`src/rtl/inv_line_monitor.sv`:
```
`default_nettype none
// ============================================================================
// Module      : inv_line_monitor
// Description : Receiver for a single-bit line driven by an inverter stage.
//               Two-flop synchroniser, glitch-rejecting debounce filter,
//               one-cycle edge pulses, a saturating edge counter and a
//               valid/ready snapshot port for the count.
//               Optional feature macro: GLITCH_CNT_EN (adds glitch_cnt port).
// Revision    : 1.0 - initial release
// ============================================================================
module inv_line_monitor #(
  parameter int STABLE_CYCLES = 4,
  parameter int CNT_W         = 8
) (
  input  logic             clk,
  input  logic             rst_n,
  input  logic             line_in,
  input  logic             clr,
  input  logic             cnt_ready,
  output logic             filt_out,
  output logic             rise_pulse,
  output logic             fall_pulse,
  output logic [CNT_W-1:0] edge_cnt,
  output logic             cnt_valid,
  output logic [CNT_W-1:0] cnt_data
`ifdef GLITCH_CNT_EN
  ,
  output logic [CNT_W-1:0] glitch_cnt
`endif
);

  // Debounce counter only needs to reach STABLE_CYCLES-1; keep at least 1 bit.
  localparam int DCNT_W = (STABLE_CYCLES > 1) ? $clog2(STABLE_CYCLES) : 1;
  localparam logic [DCNT_W-1:0] C_DCNT_LAST = DCNT_W'(STABLE_CYCLES - 1);
  localparam logic [CNT_W-1:0]  C_CNT_MAX   = '1;

  typedef enum logic [0:0] {
    ST_IDLE   = 1'b0,
    ST_REPORT = 1'b1
  } state_t;

  logic              r_s1;
  logic              r_s2;
  logic [DCNT_W-1:0] r_dcnt;
  logic              r_pending;
  state_t            r_state;

  logic              w_differs;
  logic              w_accept;
  logic [CNT_W-1:0]  w_cnt_next;
  state_t            w_state_next;
  logic              w_valid_next;
  logic [CNT_W-1:0]  w_data_next;
  logic              w_pending_next;

  // A new level is accepted on the cycle it has already differed for
  // STABLE_CYCLES-1 cycles, so filt_out moves on the STABLE_CYCLES-th cycle.
  assign w_differs  = (r_s2 != filt_out);
  assign w_accept   = w_differs && (r_dcnt == C_DCNT_LAST);
  assign w_cnt_next = (w_accept && (edge_cnt != C_CNT_MAX)) ? edge_cnt + 1'b1 : edge_cnt;

  // Two-flop synchroniser for the asynchronous line.
  always_ff @(posedge clk or negedge rst_n) begin
    if (!rst_n) begin
      r_s1 <= 1'b0;
      r_s2 <= 1'b0;
    end else begin
      r_s1 <= line_in;
      r_s2 <= r_s1;
    end
  end

  // Debounce filter with registered edge pulses coincident with filt_out.
  always_ff @(posedge clk or negedge rst_n) begin
    if (!rst_n) begin
      r_dcnt     <= '0;
      filt_out   <= 1'b0;
      rise_pulse <= 1'b0;
      fall_pulse <= 1'b0;
    end else begin
      rise_pulse <= w_accept && r_s2;
      fall_pulse <= w_accept && !r_s2;
      if (w_accept) begin
        filt_out <= r_s2;
        r_dcnt   <= '0;
      end else if (w_differs) begin
        r_dcnt   <= r_dcnt + 1'b1;
      end else begin
        r_dcnt   <= '0;
      end
    end
  end

  // Report FSM: decides when to load a snapshot and when valid may drop.
  always_comb begin
    w_state_next   = r_state;
    w_valid_next   = cnt_valid;
    w_data_next    = cnt_data;
    w_pending_next = r_pending;
    if (clr) begin
      w_state_next   = ST_IDLE;
      w_valid_next   = 1'b0;
      w_pending_next = 1'b0;
    end else begin
      case (r_state)
        ST_IDLE: begin
          if (w_accept) begin
            w_state_next = ST_REPORT;
            w_valid_next = 1'b1;
            w_data_next  = w_cnt_next;
          end
        end
        ST_REPORT: begin
          if (cnt_valid && cnt_ready) begin
            // Count moved since the snapshot was taken: publish the newer value.
            if (r_pending || w_accept) begin
              w_data_next    = w_cnt_next;
              w_pending_next = 1'b0;
            end else begin
              w_valid_next = 1'b0;
              w_state_next = ST_IDLE;
            end
          end else if (w_accept) begin
            w_pending_next = 1'b1;
          end
        end
        default: begin
          w_state_next = ST_IDLE;
          w_valid_next = 1'b0;
        end
      endcase
    end
  end

  // Report state, snapshot and live edge counter registers.
  always_ff @(posedge clk or negedge rst_n) begin
    if (!rst_n) begin
      r_state   <= ST_IDLE;
      cnt_valid <= 1'b0;
      cnt_data  <= '0;
      r_pending <= 1'b0;
      edge_cnt  <= '0;
    end else begin
      r_state   <= w_state_next;
      cnt_valid <= w_valid_next;
      cnt_data  <= w_data_next;
      r_pending <= w_pending_next;
      edge_cnt  <= clr ? '0 : w_cnt_next;
    end
  end

`ifdef GLITCH_CNT_EN
  logic w_glitch;

  // The synced line fell back to the filtered level before qualifying.
  assign w_glitch = !w_differs && (r_dcnt != '0);

  // Saturating count of rejected glitches.
  always_ff @(posedge clk or negedge rst_n) begin
    if (!rst_n) begin
      glitch_cnt <= '0;
    end else if (clr) begin
      glitch_cnt <= '0;
    end else if (w_glitch && (glitch_cnt != C_CNT_MAX)) begin
      glitch_cnt <= glitch_cnt + 1'b1;
    end
  end
`endif

endmodule
`default_nettype wire

```
`config.mk`:
```
export PLATFORM = sky130hd
export DESIGN_NAME = inv_line_monitor
export DESIGN_NICKNAME = d
export VERILOG_FILES = /design/src/rtl/inv_line_monitor.sv
export SDC_FILE = /design/constraint.sdc
export NUM_CORES = 1
export LEC_CHECK = 0
export ABC_AREA = 1
export BUFFER_PORTS_ARGS = -buffer_cell sky130_fd_sc_hd__buf_2
export CORE_ASPECT_RATIO = 1.25
export CORE_MARGIN = 8
export CORE_UTILIZATION = 35
export CTS_CLUSTER_DIAMETER = 120
export DETAILED_ROUTE_END_ITERATION = 12
export GPL_TIMING_DRIVEN = 0
export PLACE_DENSITY = 0.62
export SLEW_MARGIN = 5
export SYNTH_ARGS = -nofsm -noshare
export SYNTH_HDL_FRONTEND = slang
export SYNTH_SLANG_ARGS = --single-unit
```
`constraint.sdc`:
```
create_clock -name clk -period 1.8 [get_ports clk]
set_clock_uncertainty 0.15 [all_clocks]
set_input_delay 0.45 -clock clk [delete_from_list [all_inputs] [get_ports clk]]
set_output_delay 0.45 -clock clk [all_outputs]
set_load 0.005 [all_outputs]
```
==> Flow_metrics.wiki, run 1 <==
{| class="wikitable"
! Metric !! Value
|-
| Result of the run || completed
|-
| Leading area contributor after synthesis || sky130_fd_sc_hd__dfrtp_1
|-
| Height of the chip || 85.0 µm
|-
| PD cells || 872 nW/µm²
|-
| Routed length per placed instance || 12.2 µm
|-
| RSZ-0062 raised after global routing || false
|-
| Worst slack after detailed placement || 108 ps
|-
| Fraction of post-synthesis cell area in the top cell type by area || 48.8%
|-
| Static leakage || 0.000891 µW
|-
| CTS Buffer Depth || 2
|-
| Antenna violations before repair || 0
|-
| DIE WIDTH || 71.2 µm
|-
| Vias post-DR || 1180
|-
| Worst-path maximum fanout || 7
|-
| Fraction of final layout cells with drive strength greater than 1 || 25.5%
|-
| CP max stage delay || 420 ps
|-
| TritonCTS Buffers || 3
|-
| Via count of the first global-routing pass || 1148
|-
| TritonCTS sink count || 26
|-
| Port-buffer cells || 24
|-
| I/O Pins || 25
|-
| Max-slew headroom || 60.6%
|-
| Post-synth design cell area || 1330 µm²
|-
| Number of buffers added to fix hold violations after cts || 0
|-
| Final setup viols || 0
|-
| Core Rows || 25
|-
| Final RePlAce weighted congestion || 0.848
|-
| Clock network latency to the later pin of the worst-skew pair || 270 ps
|-
| Highest clock rate || 617 MHz
|-
| Cells after Synth || 167
|-
| Clock tree from TritonCTS || yes
|-
| Worst-path clk slew || 90 ps
|-
| Via count normalized by instance count || 5.00
|-
| Nature of the critical path endpoint || flop
|-
| Overall power || 1370 µW
|-
| Number of different library cells in the post-synthesis netlist || 25
|-
| Largest delay share family, worst path || simple AND/OR/NAND/NOR gates
|-
| Most prevalent standard cell on the critical path || sky130_fd_sc_hd__nand2_1
|-
| Total routed wirelength || 2.88 mm
|-
| Most common cell after layout, fill and taps aside || sky130_fd_sc_hd__nand2_1
|-
| Final hold violation count || 0
|-
| Final global-route overflow total || 0
|-
| H-Tree Depth || 1
|-
| Total Die Area || 6050 µm²
|-
| Remaining antenna violation count || 0
|-
| Synth-to-Final Area Change || 17.7%
|-
| Crit path launch || edge_cnt[0]
|-
| Initial core utilization || 35.8%
|-
| Final worst-path setup slack || 179 ps
|-
| Hpwl dp || 2.14 mm
|-
| Post-Syn Nets || 174
|-
| Slowest stage cell on the critical path || sky130_fd_sc_hd__dfrtp_2
|-
| Maximum vdd ir drop || 0.623 mV
|-
| Most frequent cells in the layout || sky130_fd_sc_hd__nand2_1, sky130_fd_sc_hd__buf_2, sky130_fd_sc_hd__dfrtp_1, sky130_fd_sc_hd__nand3_1, sky130_fd_sc_hd__inv_1
|-
| Max Cap Violations || 0
|-
| DRT Pass-1 Iters || 4
|-
| Type of the setup path with the least slack || flop to flop
|-
| List of cells traversed by the critical path || ha_2 -> nand3_1 -> nor2_4 -> nand2_4 -> nand2_4 -> nand2_1 -> nand2_1 -> nand2_1 -> nand2_1
|-
| Proportion of synthesized chip area in sequential cells || 48.8%
|-
| Type of the tightest min-delay check || input port to asynchronous set/reset pin
|-
| Endpoint required time on the critical path || 1870 ps
|-
| Startpoint Class || flop
|-
| DRC violations left || 0
|-
| Synth Warn # || 0
|-
| Nets@finish || 204
|-
| Clock period minus worst slack || 1620 ps
|-
| Number of DRC markers in iteration 0 || 76
|-
| Total Routing Usage GR || 10.2%
|-
| Register bit count reported by yosys || 26
|-
| Part of the cycle the worst path needs || 90.1%
|-
| CTS Root Buffer Type || sky130_fd_sc_hd__clkbuf_8
|-
| Signal arrival time at the worst endpoint || 1690 ps
|-
| Area of the core || 3720 µm²
|-
| Slew of the pin with the lowest slew margin || 591 ps
|-
| Accumulated negative setup slack || 0 ps
|-
| Mean instance size in the synthesized netlist || 7.99 µm²
|-
| Diodes inserted || 0
|-
| Pins over their slew limit || 0
|-
| Top area cells in the synthesized netlist || sky130_fd_sc_hd__dfrtp_1, sky130_fd_sc_hd__nand2_1, sky130_fd_sc_hd__nand3_1
|-
| Number of buffer and inverter stages on the critical path || 0
|-
| First-pass GRT wire length || 5.02 mm
|-
| Reg-to-reg critical path startpoint || edge_cnt[0]
|-
| Maximum number of pins on one net before global-route repair || 27
|}
==> area by class of cell <==
type / count / area [µm²]
Fill cell: 390 / 2150
Sequential cell: 26 / 652
Multi-Input combinational cell: 124 / 613
Timing Repair Buffer: 25 / 128
Clock buffer: 4 / 55.1
Inverter: 14 / 52.6
Tap cell: 40 / 50.0
Buffer: 3 / 20.0
==> repair_timing <==
| action | 4_1_cts | 5_1_grt |
|---|---|---|
| setup endpoints to repair | 0 | 6 |
| gates resized for setup | 0 | 2 |
| buffers inserted | 0 | 1 |
==> through the flow <==
step           utilization (%)  hold WS, ps  area [µm²]  instances
2_1_floorplan                -         4.41        1330        167
3_3_place_gp              40.4          184        1500        231
3_5_place_dp              40.4          188        1500        231
4_1_cts                   41.9         38.8        1560        235
5_1_grt                   42.2         63.2        1570        236
6_report                  42.2         21.3        1570        236
==> worst register-to-register path, stage by stage, from the launching register on <==
cell and delay (ps):
sky130_fd_sc_hd__dfrtp_2 420, sky130_fd_sc_hd__ha_2 230, sky130_fd_sc_hd__nand3_1 130, sky130_fd_sc_hd__nor2_4 150, sky130_fd_sc_hd__nand2_4 90, sky130_fd_sc_hd__nand2_4 110, sky130_fd_sc_hd__nand2_1 80, sky130_fd_sc_hd__nand2_1 80
sky130_fd_sc_hd__nand2_1 70, sky130_fd_sc_hd__nand2_1 70
==> power by group <==
part,total [µW],internal (µW),leakage [µW],switching [µW]
clock,381,196,0.0000288,185
sequential,695,652,0.000350,43.3
combinational,293,116,0.000511,177
==> synth_stat cells <==
master and instances:
sky130_fd_sc_hd__o211ai_1 1, sky130_fd_sc_hd__nand3_4 1, sky130_fd_sc_hd__nand4_1 1, sky130_fd_sc_hd__nand3_2 2
sky130_fd_sc_hd__o21ai_0 1, sky130_fd_sc_hd__o21ai_1 2, sky130_fd_sc_hd__nor2_4 2, sky130_fd_sc_hd__nor2_1 7
sky130_fd_sc_hd__o21bai_2 1, sky130_fd_sc_hd__nand2_1 70, sky130_fd_sc_hd__nand2_4 2, sky130_fd_sc_hd__buf_2 1
sky130_fd_sc_hd__inv_1 11, sky130_fd_sc_hd__a21oi_1 9, sky130_fd_sc_hd__ha_1 2, sky130_fd_sc_hd__nor3_1 1
sky130_fd_sc_hd__nor2_2 1, sky130_fd_sc_hd__buf_6 1, sky130_fd_sc_hd__nor3b_1 1, sky130_fd_sc_hd__xor2_1 1
sky130_fd_sc_hd__nand2_2 5, sky130_fd_sc_hd__clkbuf_1 1, sky130_fd_sc_hd__inv_2 3, sky130_fd_sc_hd__nand3_1 14
sky130_fd_sc_hd__dfrtp_1 26
==> logic make-up after synthesis <==
kind of cell | count (synthesis) | synth area share, %
AOI/OAI and AO/OA | 14 | 5.91
xor gates and xnor gates | 1 | 0.657
adders and majority gates | 2 | 1.88
buffers and inverters | 17 | 5.44
DFF | 26 | 48.8
and+or+nand+nor | 107 | 37.3
==> state kept, by name (all words and copies together), names as in the netlist <==
signal / flops
r_pending: 1
cnt_valid: 1
edge_cnt: 8
r_dcnt: 2
rise_pulse: 1
filt_out: 1
r_s1: 1
cnt_data: 8
r_s2: 1
r_state: 1
fall_pulse: 1
==> layer usage <==
metal  vias to the layer above  track usage (%)  wire, µm
li1                        588                -         -
met1                       553             11.5      1330
met2                        33             17.3      1320
met3                         6             2.59       166
met4                         0             4.74        60
met5                         -                0         0
==> final timing paths <==
| check | slack, ps | end | cells past startpoint |
|---|---|---|---|
| worst max register to register | 180 | cnt_data[2] | 9 |
| max in group asynchronous | 1060 | edge_cnt[0] | 1 |
| min in group clk | 130 | r_s1 | 1 |
| worst min-delay path | 20 | edge_cnt[4] | 1 |
| worst min register to register | 200 | r_s2 | 0 |
| worst max-delay path | 180 | cnt_data[2] | 9 |
Note: power is estimated with default switching activity, not from simulation.
==> inputs of run 2 (changes only) <==
- clock period: 1.8 -> 1.75 ns (I/O delays scaled with it)
==> run 2 against run 1 <==
  * Cell area grew 0.96%
  * Global-route usage stayed put
  * Highest routed layer unchanged
  * Register-to-register slack worse by 20 ps
==> Flow_metrics.wiki, run 2 (same netlist as run 1, synthesis figures left out) <==
{| class="wikitable"
! Metric !! Value
|-
| Result of the run || completed
|-
| Height of the chip || 85.0 µm
|-
| First-pass GRT wire length || 5.02 mm
|-
| Final-layout fill cell count || 389
|-
| Final setup viols || 0
|-
| Via count normalized by instance count || 4.95
|-
| Accumulated negative setup slack || 0 ps
|-
| Most common cell after layout, fill and taps aside || sky130_fd_sc_hd__nand2_1
|-
| Worst-path maximum fanout || 7
|-
| Fraction of final layout cells with drive strength greater than 1 || 25.9%
|-
| Final global-route overflow total || 0
|-
| Vias post-DR || 1172
|-
| Number of DRC markers in iteration 0 || 87
|-
| Largest delay share family, worst path || simple AND/OR/NAND/NOR gates
|-
| Largest registers in the final layout || cnt_data x8, edge_cnt x8, r_dcnt x2
|-
| Number of buffer and inverter stages on the critical path || 0
|-
| Clock tree from TritonCTS || yes
|-
| Slowest stage cell on the critical path || sky130_fd_sc_hd__dfrtp_2
|-
| Total routed wirelength || 2.89 mm
|-
| Antenna violations before repair || 0
|-
| Diodes inserted || 0
|-
| H-Tree Depth || 1
|-
| List of cells traversed by the critical path || ha_2 -> nand3_1 -> nor2_4 -> nand2_4 -> nand2_4 -> nand2_1 -> nand2_1 -> nand2_1 -> nand2_1
|-
| Count of placed standard cells in the final layout, fillers left out || 237
|-
| Total Die Area || 6050 µm²
|-
| Maximum vdd ir drop || 0.643 mV
|-
| DRC violations left || 0
|-
| Final RePlAce weighted congestion || 0.848
|-
| Nets@finish || 205
|-
| I/O Pins || 25
|-
| Port-buffer cells || 24
|-
| DIE WIDTH || 71.2 µm
|-
| Part of the cycle the worst path needs || 91.1%
|-
| Worst-path clk slew || 90 ps
|-
| Type of the tightest min-delay check || input port to asynchronous set/reset pin
|-
| TritonCTS Buffers || 3
|-
| Core Rows || 25
|-
| Post-Place Cells || 231
|-
| Remaining antenna violation count || 0
|-
| Signal arrival time at the worst endpoint || 1660 ps
|-
| Clock network latency to the later pin of the worst-skew pair || 270 ps
|-
| Most prevalent standard cell on the critical path || sky130_fd_sc_hd__nand2_1
|-
| Nature of the critical path endpoint || flop
|-
| Endpoint required time on the critical path || 1820 ps
|-
| RSZ-0062 raised after global routing || false
|-
| Total Routing Usage GR || 10.2%
|-
| Hpwl dp || 2.14 mm
|-
| Static leakage || 0.000897 µW
|-
| Via count of the first global-routing pass || 1148
|-
| TritonCTS sink count || 26
|-
| Max-slew headroom || 60.7%
|-
| Clock period minus worst slack || 1590 ps
|-
| CTS Root Buffer Type || sky130_fd_sc_hd__clkbuf_8
|-
| Startpoint Class || flop
|-
| Slew of the pin with the lowest slew margin || 590 ps
|-
| Highest clock rate || 627 MHz
|-
| Max Cap Violations || 0
|-
| Maximum number of pins on one net before global-route repair || 27
|-
| Most frequent cells in the layout || sky130_fd_sc_hd__nand2_1, sky130_fd_sc_hd__buf_2, sky130_fd_sc_hd__dfrtp_1, sky130_fd_sc_hd__nand3_1, sky130_fd_sc_hd__inv_1
|-
| CTS Buffer Depth || 2
|-
| Area of the core || 3720 µm²
|-
| PD cells || 895 nW/µm²
|-
| Pins over their slew limit || 0
|-
| Initial core utilization || 35.8%
|-
| Final hold violation count || 0
|-
| DRT Pass-1 Iters || 4
|-
| Synth-to-Final Area Change || 18.9%
|-
| Routed length per placed instance || 12.2 µm
|-
| Type of the setup path with the least slack || flop to flop
|-
| CP max stage delay || 400 ps
|}
==> run 2: cell count changes in the layout (fill, tap and decap cells not counted), sizes merged <==
cell	previous run	this run
buf	27	28
==> run 2: power breakdown <==
part           total [µW]  switching [µW]  internal [µW]  leakage (µW)
sequential            714            43.3            671      0.000350
combinational         313             189            125      0.000518
clock                 392             191            201     0.0000288
==> run 2: per-layer routing <==
layer / share of wire [%] / vias to the layer above / global-route usage (%)
met5: 0 / - / 0
met4: 2.1 / 0 / 4.74
met3: 5.3 / 6 / 2.59
met2: 46 / 27 / 17.3
met1: 47 / 549 / 11.5
li1: - / 590 / -
==> run 2: final timing paths <==
check,start,end,slack (ps),depth (start not counted)
max,edge_cnt[0],cnt_data[2],160,9
min,rst_n,edge_cnt[4],8,1
max reg2reg,edge_cnt[0],cnt_data[2],160,9
min reg2reg,r_s1,r_s2,200,0
max in group asynchronous,rst_n,edge_cnt[0],1030,1
min in group clk,line_in,r_s1,110,1
==> run 2: layout make-up <==
cell class	instances	area, µm²	share of cell area (%)
inverters	14	52.6	3.31
repair buffers	26	135	8.52
well taps	40	50.0	3.16
clock buffers	4	55.1	3.47
multi-input cells	124	621	39.1
flip-flops and latches	26	652	41.1
plain buffers	3	20.0	1.26
==> run 2: what timing repair did <==
action,in CTS,in global routing
setup endpoints to repair,0,13
resized for setup,0,3
buffers inserted,0,2
hold buffers,0,0
==> run 2: worst reg2reg max path, cell delays in order, from the launching register on <==
cell and delay [ps]:
sky130_fd_sc_hd__dfrtp_2 400, sky130_fd_sc_hd__ha_2 220, sky130_fd_sc_hd__nand3_1 130, sky130_fd_sc_hd__nor2_4 150, sky130_fd_sc_hd__nand2_4 90, sky130_fd_sc_hd__nand2_4 110, sky130_fd_sc_hd__nand2_1 80, sky130_fd_sc_hd__nand2_1 90
sky130_fd_sc_hd__nand2_1 70, sky130_fd_sc_hd__nand2_1 70
==> run 2: through the flow <==
| stage | total power, µW | hold slack (ps) | utilization (%) | worst slack [ps] | area, µm² |
|---|---|---|---|---|---|
| 3_5_place_dp | 1040 | 188 | 40.4 | 57.6 | 1500 |
| 4_1_cts | 1430 | 26.3 | 41.9 | 32.2 | 1560 |
| 2_1_floorplan | 931 | -8.09 | - | 280 | 1330 |
| 3_3_place_gp | 1030 | 184 | 40.4 | 77.7 | 1500 |
| 5_1_grt | 1520 | 50.7 | 42.6 | 2.76 | 1590 |
| 6_report | 1420 | 7.80 | 42.6 | 156 | 1590 |
==> inputs of run 3 (changes only) <==
- RECOVER_POWER: unset -> 100
- clock period: 1.75 -> 1.72 ns (I/O delays scaled with it)
==> run 3 against run 2 <==
  * Hold slack better by 13 ps
  * Die area unchanged
  * Global-route usage unchanged
  * Critical path depth unchanged
  * Sequential cell count did not move
  * Via count is the same
  * Core utilization is 0.30 points lower
  * Total power rose by 1.4%
  * Sequential share of layout area rose by 0.29 points
  * Critical path type unchanged
  * Critical endpoint unchanged
  * Largest power group unchanged
==> Flow_metrics.wiki, run 3 (same netlist as run 1, synthesis figures left out) <==
{| class="wikitable"
! Metric !! Value
|-
| Result of the run || completed
|-
| Final worst-path setup slack || 126 ps
|-
| Routed length per placed instance || 12.2 µm
|-
| Total routed wirelength || 2.89 mm
|-
| Largest registers in the final layout || cnt_data x8, edge_cnt x8, r_dcnt x2
|-
| Port-buffer cells || 24
|-
| Vias post-DR || 1172
|-
| Max-slew headroom || 56.1%
|-
| Number of buffers added to fix hold violations after cts || 0
|-
| Nature of the critical path endpoint || flop
|-
| Slew of the pin with the lowest slew margin || 659 ps
|-
| TritonCTS Buffers || 3
|-
| Most common cell after layout, fill and taps aside || sky130_fd_sc_hd__nand2_1
|-
| Largest delay share family, worst path || simple AND/OR/NAND/NOR gates
|-
| Maximum number of pins on one net before global-route repair || 27
|-
| Crit path launch || edge_cnt[0]
|-
| Worst-path clk slew || 90 ps
|-
| DRT Pass-1 Iters || 4
|-
| Synth-to-Final Area Change || 18.0%
|-
| CTS Buffer Depth || 2
|-
| Final setup viols || 0
|-
| Number of buffer and inverter stages on the critical path || 0
|-
| CP max stage delay || 400 ps
|-
| Final RePlAce weighted congestion || 0.848
|-
| List of cells traversed by the critical path || ha_2 -> nand3_1 -> nor2_4 -> nand2_4 -> nand2_4 -> nand2_1 -> nand2_1 -> nand2_1 -> nand2_1
|-
| Final core area utilization || 42.3%
|-
| Total Routing Usage GR || 10.2%
|-
| Type of the tightest min-delay check || input port to asynchronous set/reset pin
|-
| Reg-to-reg critical path startpoint || edge_cnt[0]
|-
| Hold_ws || 21.1 ps
|-
| Fraction of final layout cells with drive strength greater than 1 || 22.3%
|-
| CTS Root Buffer Type || sky130_fd_sc_hd__clkbuf_8
|-
| Most prevalent standard cell on the critical path || sky130_fd_sc_hd__nand2_1
|-
| Startpoint Class || flop
|-
| Clock tree from TritonCTS || yes
|-
| Antenna violations before repair || 0
|-
| Post-place instance area || 1500 µm²
|-
| DIE WIDTH || 71.2 µm
|-
| Hpwl dp || 2.14 mm
|-
| Static leakage || 0.000867 µW
|-
| Signal arrival time at the worst endpoint || 1660 ps
|-
| Type of the setup path with the least slack || flop to flop
|-
| Highest clock rate || 627 MHz
|-
| Part of the cycle the worst path needs || 92.7%
|-
| Pins over their slew limit || 0
|-
| Clock period minus worst slack || 1590 ps
|-
| Remaining antenna violation count || 0
|-
| Final hold violation count || 0
|-
| Total Die Area || 6050 µm²
|-
| Overall power || 1440 µW
|-
| Via count normalized by instance count || 4.95
|-
| Height of the chip || 85.0 µm
|-
| DRC violations left || 0
|-
| Core Rows || 25
|-
| Number of DRC markers in iteration 0 || 61
|-
| Maximum vdd ir drop || 0.654 mV
|-
| Final global-route overflow total || 0
|-
| H-Tree Depth || 1
|-
| Post-route cell area || 1570 µm²
|-
| Diodes inserted || 0
|-
| RSZ-0062 raised after global routing || true
|-
| TritonCTS sink count || 26
|-
| Area of the core || 3720 µm²
|-
| Slowest stage cell on the critical path || sky130_fd_sc_hd__dfrtp_2
|-
| Most frequent cells in the layout || sky130_fd_sc_hd__nand2_1, sky130_fd_sc_hd__dfrtp_1, sky130_fd_sc_hd__buf_2, sky130_fd_sc_hd__nand3_1, sky130_fd_sc_hd__inv_1
|-
| Via count of the first global-routing pass || 1148
|-
| I/O Pins || 25
|-
| Initial core utilization || 35.8%
|-
| First-pass GRT wire length || 5.02 mm
|-
| Clock network latency to the later pin of the worst-skew pair || 270 ps
|-
| PD cells || 914 nW/µm²
|-
| Max Cap Violations || 0
|-
| Worst slack after detailed placement || 27.6 ps
|-
| Worst-path maximum fanout || 7
|-
| Endpoint required time on the critical path || 1790 ps
|-
| Nets@finish || 205
|}
## run 3: layout make-up
type                            count  area, µm²
Buffer                              3       20.0
Clock buffer                        4       55.1
Tap cell                           40       50.0
Multi-Input combinational cell    124        621
Fill cell                         392       2150
Timing Repair Buffer               26        124
Sequential cell                    26        652
Inverter                           14       52.6
## run 3: repair_timing
item	4_1_cts	5_1_grt
setup endpoints to repair	0	15
resized for setup	0	3
setup buffers	0	2
endpoints found under the hold margin	0	0
## run 3: metal layers
layer	vias up	routed length (µm)	global-route usage, %
met4	0	60	4.74
met1	547	1370	11.5
met5	-	0	0
li1	592	-	-
met2	27	1320	17.3
met3	6	141	2.59
## run 3: path summary, 6_finish.rpt
| kind | endpoint | slack (ps) | depth (start not counted) |
|---|---|---|---|
| hold / removal | edge_cnt[4] | 20 | 1 |
| setup / recovery | cnt_data[2] | 130 | 9 |
| max in group asynchronous | edge_cnt[0] | 940 | 1 |
| min in group clk | r_s1 | 110 | 1 |
| hold reg to reg | r_s2 | 200 | 0 |
| setup reg to reg | cnt_data[2] | 130 | 9 |
## run 3: where the power goes
group	switching, µW	total, µW	internal (µW)
Combinational	191	313	122
Clock	194	399	205
Sequential	44.2	727	682
## run 3: stage by stage
stage / TNS (ps) / instances
4_1_cts: 0 / 235
2_1_floorplan: 0 / 167
6_report: 0 / 237
5_1_grt: -29.1 / 237
3_5_place_dp: 0 / 231
3_3_place_gp: 0 / 231
